<file path="config.mk">
export PLATFORM = sky130hd
export DESIGN_NAME = mem_bus_arbiter
export DESIGN_NICKNAME = d
export VERILOG_FILES = /design/src/rtl/bus_defs.sv /design/src/rtl/rr_pick2.sv /design/src/rtl/mem_bus_arbiter.sv
export SDC_FILE = /design/constraint.sdc
export NUM_CORES = 1
export LEC_CHECK = 0
export CORE_UTILIZATION = 45
export DETAILED_ROUTE_END_ITERATION = 7
export PLACE_DENSITY_LB_ADDON = 0.08
export SETUP_SLACK_MARGIN = 0.05
export SLEW_MARGIN = 20
export SYNTH_ARGS = -nofsm -noshare
export SYNTH_HDL_FRONTEND = slang
export SYNTH_SLANG_ARGS = --single-unit
</file>
<file path="constraint.sdc">
create_clock -name clk -period 5 [get_ports clk]
set_input_delay 0.75 -clock clk [delete_from_list [all_inputs] [get_ports clk]]
set_output_delay 0.75 -clock clk [all_outputs]
set_load 0.01 [all_outputs]
</file>
<file path="src/rtl/bus_defs.sv">
// Shared definitions for the RAM data-port arbiter: widths, FSM encoding, master indices.
package bus_defs;

  localparam int DEF_ADDR_W = 32;
  localparam int DEF_DATA_W = 32;

  localparam logic M_CORE = 1'b0;
  localparam logic M_LOAD = 1'b1;

  typedef enum logic [1:0] {
    IDLE = 2'd0,
    OWN0 = 2'd1,
    OWN1 = 2'd2
  } state_t;

  function automatic state_t own_state(input logic idx);
    return (idx == M_LOAD) ? OWN1 : OWN0;
  endfunction

endpackage

</file>
<file path="src/rtl/rr_pick2.sv">
// Two-way round-robin selector; a forced index wins when that master is requesting.
module rr_pick2
  import bus_defs::*;
(
  input  logic [1:0] req,
  input  logic       last,
  input  logic       force_en,
  input  logic       force_idx,
  output logic       vld,
  output logic       idx
);

  always_comb begin
    idx = M_CORE;
    if (force_en && req[force_idx]) begin
      idx = force_idx;
    end else if (&req) begin
      idx = ~last;
    end else if (req[1]) begin
      idx = M_LOAD;
    end
  end

  assign vld = |req;

endmodule

</file>
<file path="src/rtl/mem_bus_arbiter.sv">
// Shares the RAM data port between core LSU (m0) and loader/debug (m1): combinational grant,
// registered mem strobe one cycle later, read data tagged back to its master two cycles after grant.
module mem_bus_arbiter
  import bus_defs::*;
#(
  parameter int ADDR_W   = DEF_ADDR_W,
  parameter int DATA_W   = DEF_DATA_W,
  parameter int MAX_WAIT = 8
) (
  input  logic                clk,
  input  logic                rstn,
  input  logic                m0_req,
  input  logic                m0_we,
  input  logic                m0_lock,
  input  logic [ADDR_W-1:0]   m0_addr,
  input  logic [DATA_W-1:0]   m0_wdata,
  input  logic [DATA_W/8-1:0] m0_wmask,
  output logic                m0_gnt,
  output logic                m0_rvalid,
  output logic [DATA_W-1:0]   m0_rdata,
  input  logic                m1_req,
  input  logic                m1_we,
  input  logic                m1_lock,
  input  logic [ADDR_W-1:0]   m1_addr,
  input  logic [DATA_W-1:0]   m1_wdata,
  input  logic [DATA_W/8-1:0] m1_wmask,
  output logic                m1_gnt,
  output logic                m1_rvalid,
  output logic [DATA_W-1:0]   m1_rdata,
  output logic                mem_en,
  output logic                mem_we,
  output logic [ADDR_W-1:0]   mem_addr,
  output logic [DATA_W-1:0]   mem_wdata,
  output logic [DATA_W/8-1:0] mem_wmask,
  input  logic [DATA_W-1:0]   mem_rdata
);

  localparam logic [7:0] WMAX = 8'(MAX_WAIT);

  state_t      state_q, state_d;
  logic        last_q;
  logic        brk, brk_idx, brk_q, brk_idx_q;
  logic [7:0]  wcnt0_q, wcnt1_q;
  logic        pick_vld, pick_idx;
  logic        gnt0, gnt1, gnt_any;
  logic        rd1_q, tag1_q, rd2_q, tag2_q;
  logic [DATA_W-1:0] rdata0_q, rdata1_q;

  // A broken lock hands the next selection to the waiter regardless of last_q.
  rr_pick2 u_pick (
    .req       ({m1_req, m0_req}),
    .last      (last_q),
    .force_en  (brk_q),
    .force_idx (brk_idx_q),
    .vld       (pick_vld),
    .idx       (pick_idx)
  );

  always_comb begin
    state_d = state_q;
    gnt0    = 1'b0;
    gnt1    = 1'b0;
    brk     = 1'b0;
    brk_idx = M_CORE;
    case (state_q)
      IDLE: begin
        if (pick_vld) begin
          gnt0 = (pick_idx == M_CORE);
          gnt1 = (pick_idx == M_LOAD);
          if ((pick_idx == M_LOAD) ? m1_lock : m0_lock) state_d = own_state(pick_idx);
        end
      end
      OWN0: begin
        if (m1_req && wcnt1_q == WMAX) begin
          brk     = 1'b1;
          brk_idx = M_LOAD;
          state_d = IDLE;
        end else begin
          gnt0 = m0_req;
          if (!m0_lock) state_d = IDLE;
        end
      end
      OWN1: begin
        if (m0_req && wcnt0_q == WMAX) begin
          brk     = 1'b1;
          brk_idx = M_CORE;
          state_d = IDLE;
        end else begin
          gnt1 = m1_req;
          if (!m1_lock) state_d = IDLE;
        end
      end
      default: state_d = IDLE;
    endcase
  end

  assign gnt_any = gnt0 | gnt1;
  assign m0_gnt  = gnt0;
  assign m1_gnt  = gnt1;

  always_ff @(posedge clk or negedge rstn) begin
    if (!rstn) begin
      state_q   <= IDLE;
      last_q    <= M_LOAD;
      brk_q     <= 1'b0;
      brk_idx_q <= M_CORE;
      wcnt0_q   <= '0;
      wcnt1_q   <= '0;
    end else begin
      state_q   <= state_d;
      brk_q     <= brk;
      brk_idx_q <= brk_idx;
      if (gnt_any) last_q <= gnt1;
      // Waiting only counts while the other master holds the lock.
      if (gnt0) wcnt0_q <= '0;
      else if (m0_req && state_q == OWN1 && wcnt0_q != WMAX) wcnt0_q <= wcnt0_q + 8'd1;
      if (gnt1) wcnt1_q <= '0;
      else if (m1_req && state_q == OWN0 && wcnt1_q != WMAX) wcnt1_q <= wcnt1_q + 8'd1;
    end
  end

  always_ff @(posedge clk or negedge rstn) begin
    if (!rstn) begin
      mem_en    <= 1'b0;
      mem_we    <= 1'b0;
      mem_addr  <= '0;
      mem_wdata <= '0;
      mem_wmask <= '0;
      rd1_q     <= 1'b0;
      tag1_q    <= M_CORE;
      rd2_q     <= 1'b0;
      tag2_q    <= M_CORE;
      rdata0_q  <= '0;
      rdata1_q  <= '0;
    end else begin
      mem_en <= gnt_any;
      if (gnt_any) begin
        mem_we    <= gnt1 ? m1_we    : m0_we;
        mem_addr  <= gnt1 ? m1_addr  : m0_addr;
        mem_wdata <= gnt1 ? m1_wdata : m0_wdata;
        mem_wmask <= gnt1 ? m1_wmask : m0_wmask;
      end
      rd1_q  <= gnt_any && !(gnt1 ? m1_we : m0_we);
      tag1_q <= gnt1;
      rd2_q  <= rd1_q;
      tag2_q <= tag1_q;
      if (m0_rvalid) rdata0_q <= mem_rdata;
      if (m1_rvalid) rdata1_q <= mem_rdata;
    end
  end

  // RAM data arrives in the cycle after mem_en, so it is forwarded combinationally and held after.
  assign m0_rvalid = rd2_q && (tag2_q == M_CORE);
  assign m1_rvalid = rd2_q && (tag2_q == M_LOAD);
  assign m0_rdata  = m0_rvalid ? mem_rdata : rdata0_q;
  assign m1_rdata  = m1_rvalid ? mem_rdata : rdata1_q;

endmodule

</file>
**After elaboration in Yosys (flattened, before gate mapping)**

Index checks and enable logic that the tools add are counted.

- Output and inout bits: 138
- Flip-flop bits (word level): 159
- Logic and storage cells: 85

- Reductions and logical operators: 17
- $add $sub $neg: 2
- $lt $le $gt $ge: 1
- Bitwise logic cells: 4
- Multiplexer cells: 34
- Equal/unequal tests: 10

Operators by type and width:

| operator | count |
|---|---|
| 32-bit two-way mux | 4 |
| 8-bit two-way mux | 4 |
| 8-bit by 1-bit adder with 8-bit output (second input constant) | 2 |
| 8-bit by 4-bit == test with 1-bit output (second input constant) | 2 |
| 8-bit by 4-bit != test with 1-bit output (second input constant) | 2 |
| 1-bit two-way mux | 14 |
| 2-bit two-way mux | 7 |
| 1-bit logical AND | 10 |
| 3-bit != test (second input constant) | 2 |
| 1-bit one-hot mux with 2 select lines | 3 |
| 2-bit one-hot mux with 3 select lines | 1 |
| 4-bit two-way mux | 1 |
| 2-bit != test (second input constant) | 2 |
| 4-bit AND reduction | 1 |
| 2-bit nonzero test | 2 |
| 1-bit inverter | 3 |
| 2-bit by 1-bit == test with 1-bit output (second input constant) | 1 |
| 2-bit == test (second input constant) | 1 |
| 2-bit logical NOT | 1 |
| 1-bit by 2-bit less-than comparator with 1-bit output (second input constant) | 1 |
| 2-bit AND reduction | 1 |
| 2-bit OR reduction | 1 |
| 1-bit logical NOT | 1 |
| 1-bit OR | 1 |

**Longest topological paths before layout**

- Depth after elaboration: 9
- Gate-level depth with buffers: 10
- Depth with buffers taken out: 8

**By module**

From an unflattened synthesis, not the netlist that was laid out.

- Cells, all modules: 738
- Area total of the unflattened synthesis: 7,890.1 um^2

By module, submodules not included:

| module | cells an instance | instances | area an instance (um^2) |
|---|---|---|---|
| mem_bus_arbiter | 734 | 1 | 7,862.5 |
| rr_pick2 | 4 | 1 | 27.5 |

**Worst setup path after synthesis**

OpenSTA, ideal clock, no wires.

- Path kind: input-to-output
- Start point: input m1_req
- End point: output m0_gnt
- Path buffers: 2
- Data required time: 4.250 ns
- Arrival time: 1.663 ns
- Path slack: 2.587 ns
- Stages: 5
- Cell sequence: nand4_1 -> a32oi_2 -> inv_2 -> buf_2 -> buf_4

- Cells in the longest elaborated chain, start to end: 7
- Elaborated cells on any way between the ends: 13
- Those cells by class: mux: 8; bitwise: 1; reduce/logical: 4

RTL lines:

| what | line | text |
|---|---|---|
| start, declared | mem_bus_arbiter.sv:21 | `input logic m1_req,` |
| 1-bit two-way mux (implied by the code) (2 in a row) | rr_pick2.sv:15 | `if (force_en && req[force_idx]) begin` |
| 1-bit logical AND | rr_pick2.sv:15 |  |
| 1-bit two-way mux | rr_pick2.sv:15 |  |
| 1-bit inverter | mem_bus_arbiter.sv:68 | `gnt0 = (pick_idx == M_CORE);` |
| 1-bit two-way mux | mem_bus_arbiter.sv:67 | `if (pick_vld) begin` |
| 1-bit one-hot mux with 2 select lines (*) | mem_bus_arbiter.sv:65 | `case (state_q)` |
| end, declared | mem_bus_arbiter.sv:18 | `output logic m0_gnt,` |

Every way passes the cells marked *; elsewhere a longest branch is shown, timed or not. The select of a mux whose other input is x is not followed.

**Final worst setup path**

- Start point: register tag2_q
- End point: output m1_rdata[5]

- Cells in the longest elaborated chain, start to end: 2

RTL lines:

| what | line | text |
|---|---|---|
| start, declared | mem_bus_arbiter.sv:46 | `logic rd1_q, tag1_q, rd2_q, tag2_q;` |
| start signal, assigned | mem_bus_arbiter.sv:146 | `tag2_q <= tag1_q;` |
| 1-bit logical AND | mem_bus_arbiter.sv:154 | `assign m1_rvalid = rd2_q && (tag2_q == M_LOAD);` |
| 32-bit two-way mux | -- |  |
| end, declared | mem_bus_arbiter.sv:29 | `output logic [DATA_W-1:0] m1_rdata,` |

Every way passes these cells.

==> results.md <==
- Signed area change from the synthesized netlist to the final layout: 57.57%
- Number of antenna violations at the first check in global routing: 0
- Power per unit of standard cell area: 661.4 nW/um2
- Post-DR vias/cell: 5.238
- Cell variety after synth: 36
- Commonest non-fill, non-tap cell in the layout: sky130_fd_sc_hd__clkdlybuf4s50_1
- Post-synth net total: 830
- Number of max-cap violations: 0
- Leading cell types in the layout, fill and taps excluded: sky130_fd_sc_hd__clkdlybuf4s50_1, sky130_fd_sc_hd__dfrtp_1, sky130_fd_sc_hd__a21oi_1
- Maximum clock insertion buffer count: 2
- Number of global-route vias before repair: 6154
- Global route total overflow: 0
- Post-layout power: 7.058 mW
- Combinational cell fraction of total power: 0.504
- Starting Density: 0.4642
- Avg Cell Area, Syn: 10.47 um2
- Pint: 4.592 mW
- TritonCTS clock tree: done
- Arrival time worst endpoint: 2780 ps
- Crit path max fanout: 23
- CTS H-tree depth: 4
- Tightest Pin Transition: 1048 ps
- Remaining number of nets flagged by the antenna check after routing: 0
- Ratio of final minimum period to clock period: 0.7062
- Worst min-delay path class: input port to asynchronous set/reset pin
- Outcome: finished clean
- GP Congestion: 0.8619
- Worst slew margin relative to its limit: 0.2998
- Die height: 124.7 um
- Number of iterations in the first detailed-routing pass: 4
- Initial DRC count: 321
- Root buffer selected by CTS: sky130_fd_sc_hd__clkbuf_16
- Start-to-end type of the worst setup path: flop to primary output
- Drt drc: 0
- N_diodes: 0
- Top metal layer carrying routed signals: met4
- Vias: 5997
- RSZ-0062 raised after global routing: false
- Switching power share of the total: 0.3494
- Static leakage: 4.572 nW
- Number of buffers inserted to repair setup after CTS: 0
- Minimum clock period: 3531 ps
- Flop and latch count out of synthesis: 159
- Met3 wire len: 1435 um
- Switching power: 2.466 mW
- Synth warn: 0
- Share of the yosys chip area belonging to registers: 0.5877
- Accumulated negative setup slack: 0 ps
- Hold buffers post-CTS: 0
- Wire length reported by the detailed router: 20860 um
- Placement Setup Slack: 1702 ps
- Average routed wire per standard cell: 18.22 um
- Part of the total power dissipated in sequential elements: 0.305
- Maximum ir drop on the vdd rail: 0.0006550 V
- Synth Cell Area: 6773 um2
- Cell Rows: 44
- Total number of nets in the final design: 1132
- GRT Util Overall: 0.2745
- Metal-1 WL: 8233 um
- Number of input and output port buffers inserted: 313
- Final setup fails: 0
- Worst-case reg-to-reg path depth: 6
- Type of element capturing the critical path: primary output
- Final worst setup slack: 1469 ps
- Later-pin clock latency in the skew report: 420 ps
- Post-CTS clock slew at the launch and capture registers of the worst setup and hold paths: 60 ps
- Number of CTS-inserted buffers: 17
- Proportion of layout cells with a drive suffix above 1: 0.1134
- Number of clock sinks seen by CTS: 159
- Width of the die: 124.7 um
- Clk network pwr share: 0.191
- Number of slew-limit violations in the final report: 0
- Worst endpoint required time: 4250 ps
- Post-Place Cells: 1114
- Cell count after synthesis: 647
- Total count of hold-check failures in the final report: 0
- Crit path launch type: flop
- Area of the core: 14590 um2
- Half-perimeter wire length after detailed placement: 14810 um
- Floorplan die area: 15550 um2
- Met2 wire length: 10680 um
- CTS resizes: 0
- Worst-case clock skew: 6.448 ps
- Final Util: 0.7315
- Number of top-level pins: 314
- Post-layout instance count excluding filler cells: 1145
- Wire length of the first global-routing pass: 33130 um
- Maximum clock frequency: 283.2 MHz
- Pin count of the biggest net entering global routing: 79
power groups by stage:
stage	clock, mW	sequential [mW]	combinational (mW)
CTS	1.37	2.15	3.59
global placement	0	2.13	3.49
global route	1.42	2.22	3.84
finish	1.35	2.15	3.56
floorplan	0	2.26	1.61
detailed placement	0	2.17	3.58
sequential cells by signal (all words and copies together), names as in the netlist:
name	count
mem_we	1
brk_q	1
brk_idx_q	1
rdata0_q	32
last_q	1
mem_addr	32
state_q	2
wcnt1_q	8
rdata1_q	32
rd1_q	1
wcnt0_q	8
mem_en	1
mem_wdata	32
rd2_q	1
mem_wmask	4
tag2_q	1
tag1_q	1
stage by stage:
step                      instance area (um2)  hold WS [ps]
after detailed placement                10060         348.4
final                                   10670         285.8
after global placement                  10060         333.0
after floorplan                          6773         331.2
after CTS                               10670         301.9
after global routing                    10670         317.7
final timing paths:
| path | slack [ps] | startpoint | to |
|---|---|---|---|
| max | 1470 | tag2_q | m1_rdata[5] |
| min | 290 | rstn | mem_addr[18] |
| max reg2reg | 2580 | wcnt1_q[5] | mem_addr[19] |
| min reg2reg | 360 | tag1_q | tag2_q |
| max in group asynchronous | 3590 | rstn | wcnt1_q[1] |
| min in group clk | 360 | tag1_q | tag2_q |
final cells by class:
type	count	area, um2
multi-input combinational	440	2619
inverter	10	37.54
clock buffer	20	446.7
fill	1040	3918
tap	184	230.2
sequential	159	3980
timing repair buffer	321	3194
clock inverter	11	163.9
cells in the mapped netlist, drive strengths merged:
| cell | number | area (um2) |
|---|---|---|
| nor4 | 2 | 18.77 |
| clkbuf | 13 | 48.80 |
| and4 | 2 | 17.52 |
| o22ai | 1 | 6.260 |
| dfrtp | 158 | 3954 |
| o21ai | 1 | 5.000 |
| and2 | 5 | 31.28 |
| xor2 | 12 | 105.1 |
| nand4 | 6 | 37.54 |
| nand2b | 2 | 12.51 |
| a21oi | 140 | 700.7 |
| or3 | 1 | 6.260 |
| mux2 | 64 | 720.7 |
| mux2i | 2 | 20.02 |
| o311a | 1 | 10.01 |
| xnor2 | 2 | 17.52 |
| buf | 25 | 116.4 |
| inv | 10 | 37.54 |
| nand2 | 78 | 292.8 |
| nor2b | 5 | 31.28 |
| ha | 7 | 87.58 |
| dfstp | 1 | 26.28 |
| nor4b | 1 | 8.760 |
| a32o | 1 | 10.01 |
| a32oi | 1 | 16.27 |
| o21a | 1 | 7.510 |
| nand3 | 12 | 60.06 |
| nor2 | 87 | 326.6 |
| a311oi | 1 | 8.760 |
| a31oi | 3 | 18.77 |
| and3 | 2 | 12.51 |
worst max-delay path, stage by stage (launching register included):
cell	delay [ps]
sky130_fd_sc_hd__dfrtp_1	380
sky130_fd_sc_hd__nand2_1	770
sky130_fd_sc_hd__buf_4	340
sky130_fd_sc_hd__mux2_2	370
sky130_fd_sc_hd__clkdlybuf4s50_1	490
routing by layer:
metal,global-route usage,vias up
met2,0.4742,259
met1,0.3280,2904
li1,-,2794
met3,0.06959,40
met4,0.1042,0
met5,0,-
cell families after synthesis:
| group | synth area share |
|---|---|
| compound gates | 0.1156 |
| fa+ha+maj | 0.01293 |
| buf+inv | 0.02993 |
| mux | 0.1094 |
| flops | 0.5877 |
| simple gates | 0.1264 |
| xor+xnor | 0.01810 |
No activity file was read; power rests on OpenSTA's default activity.
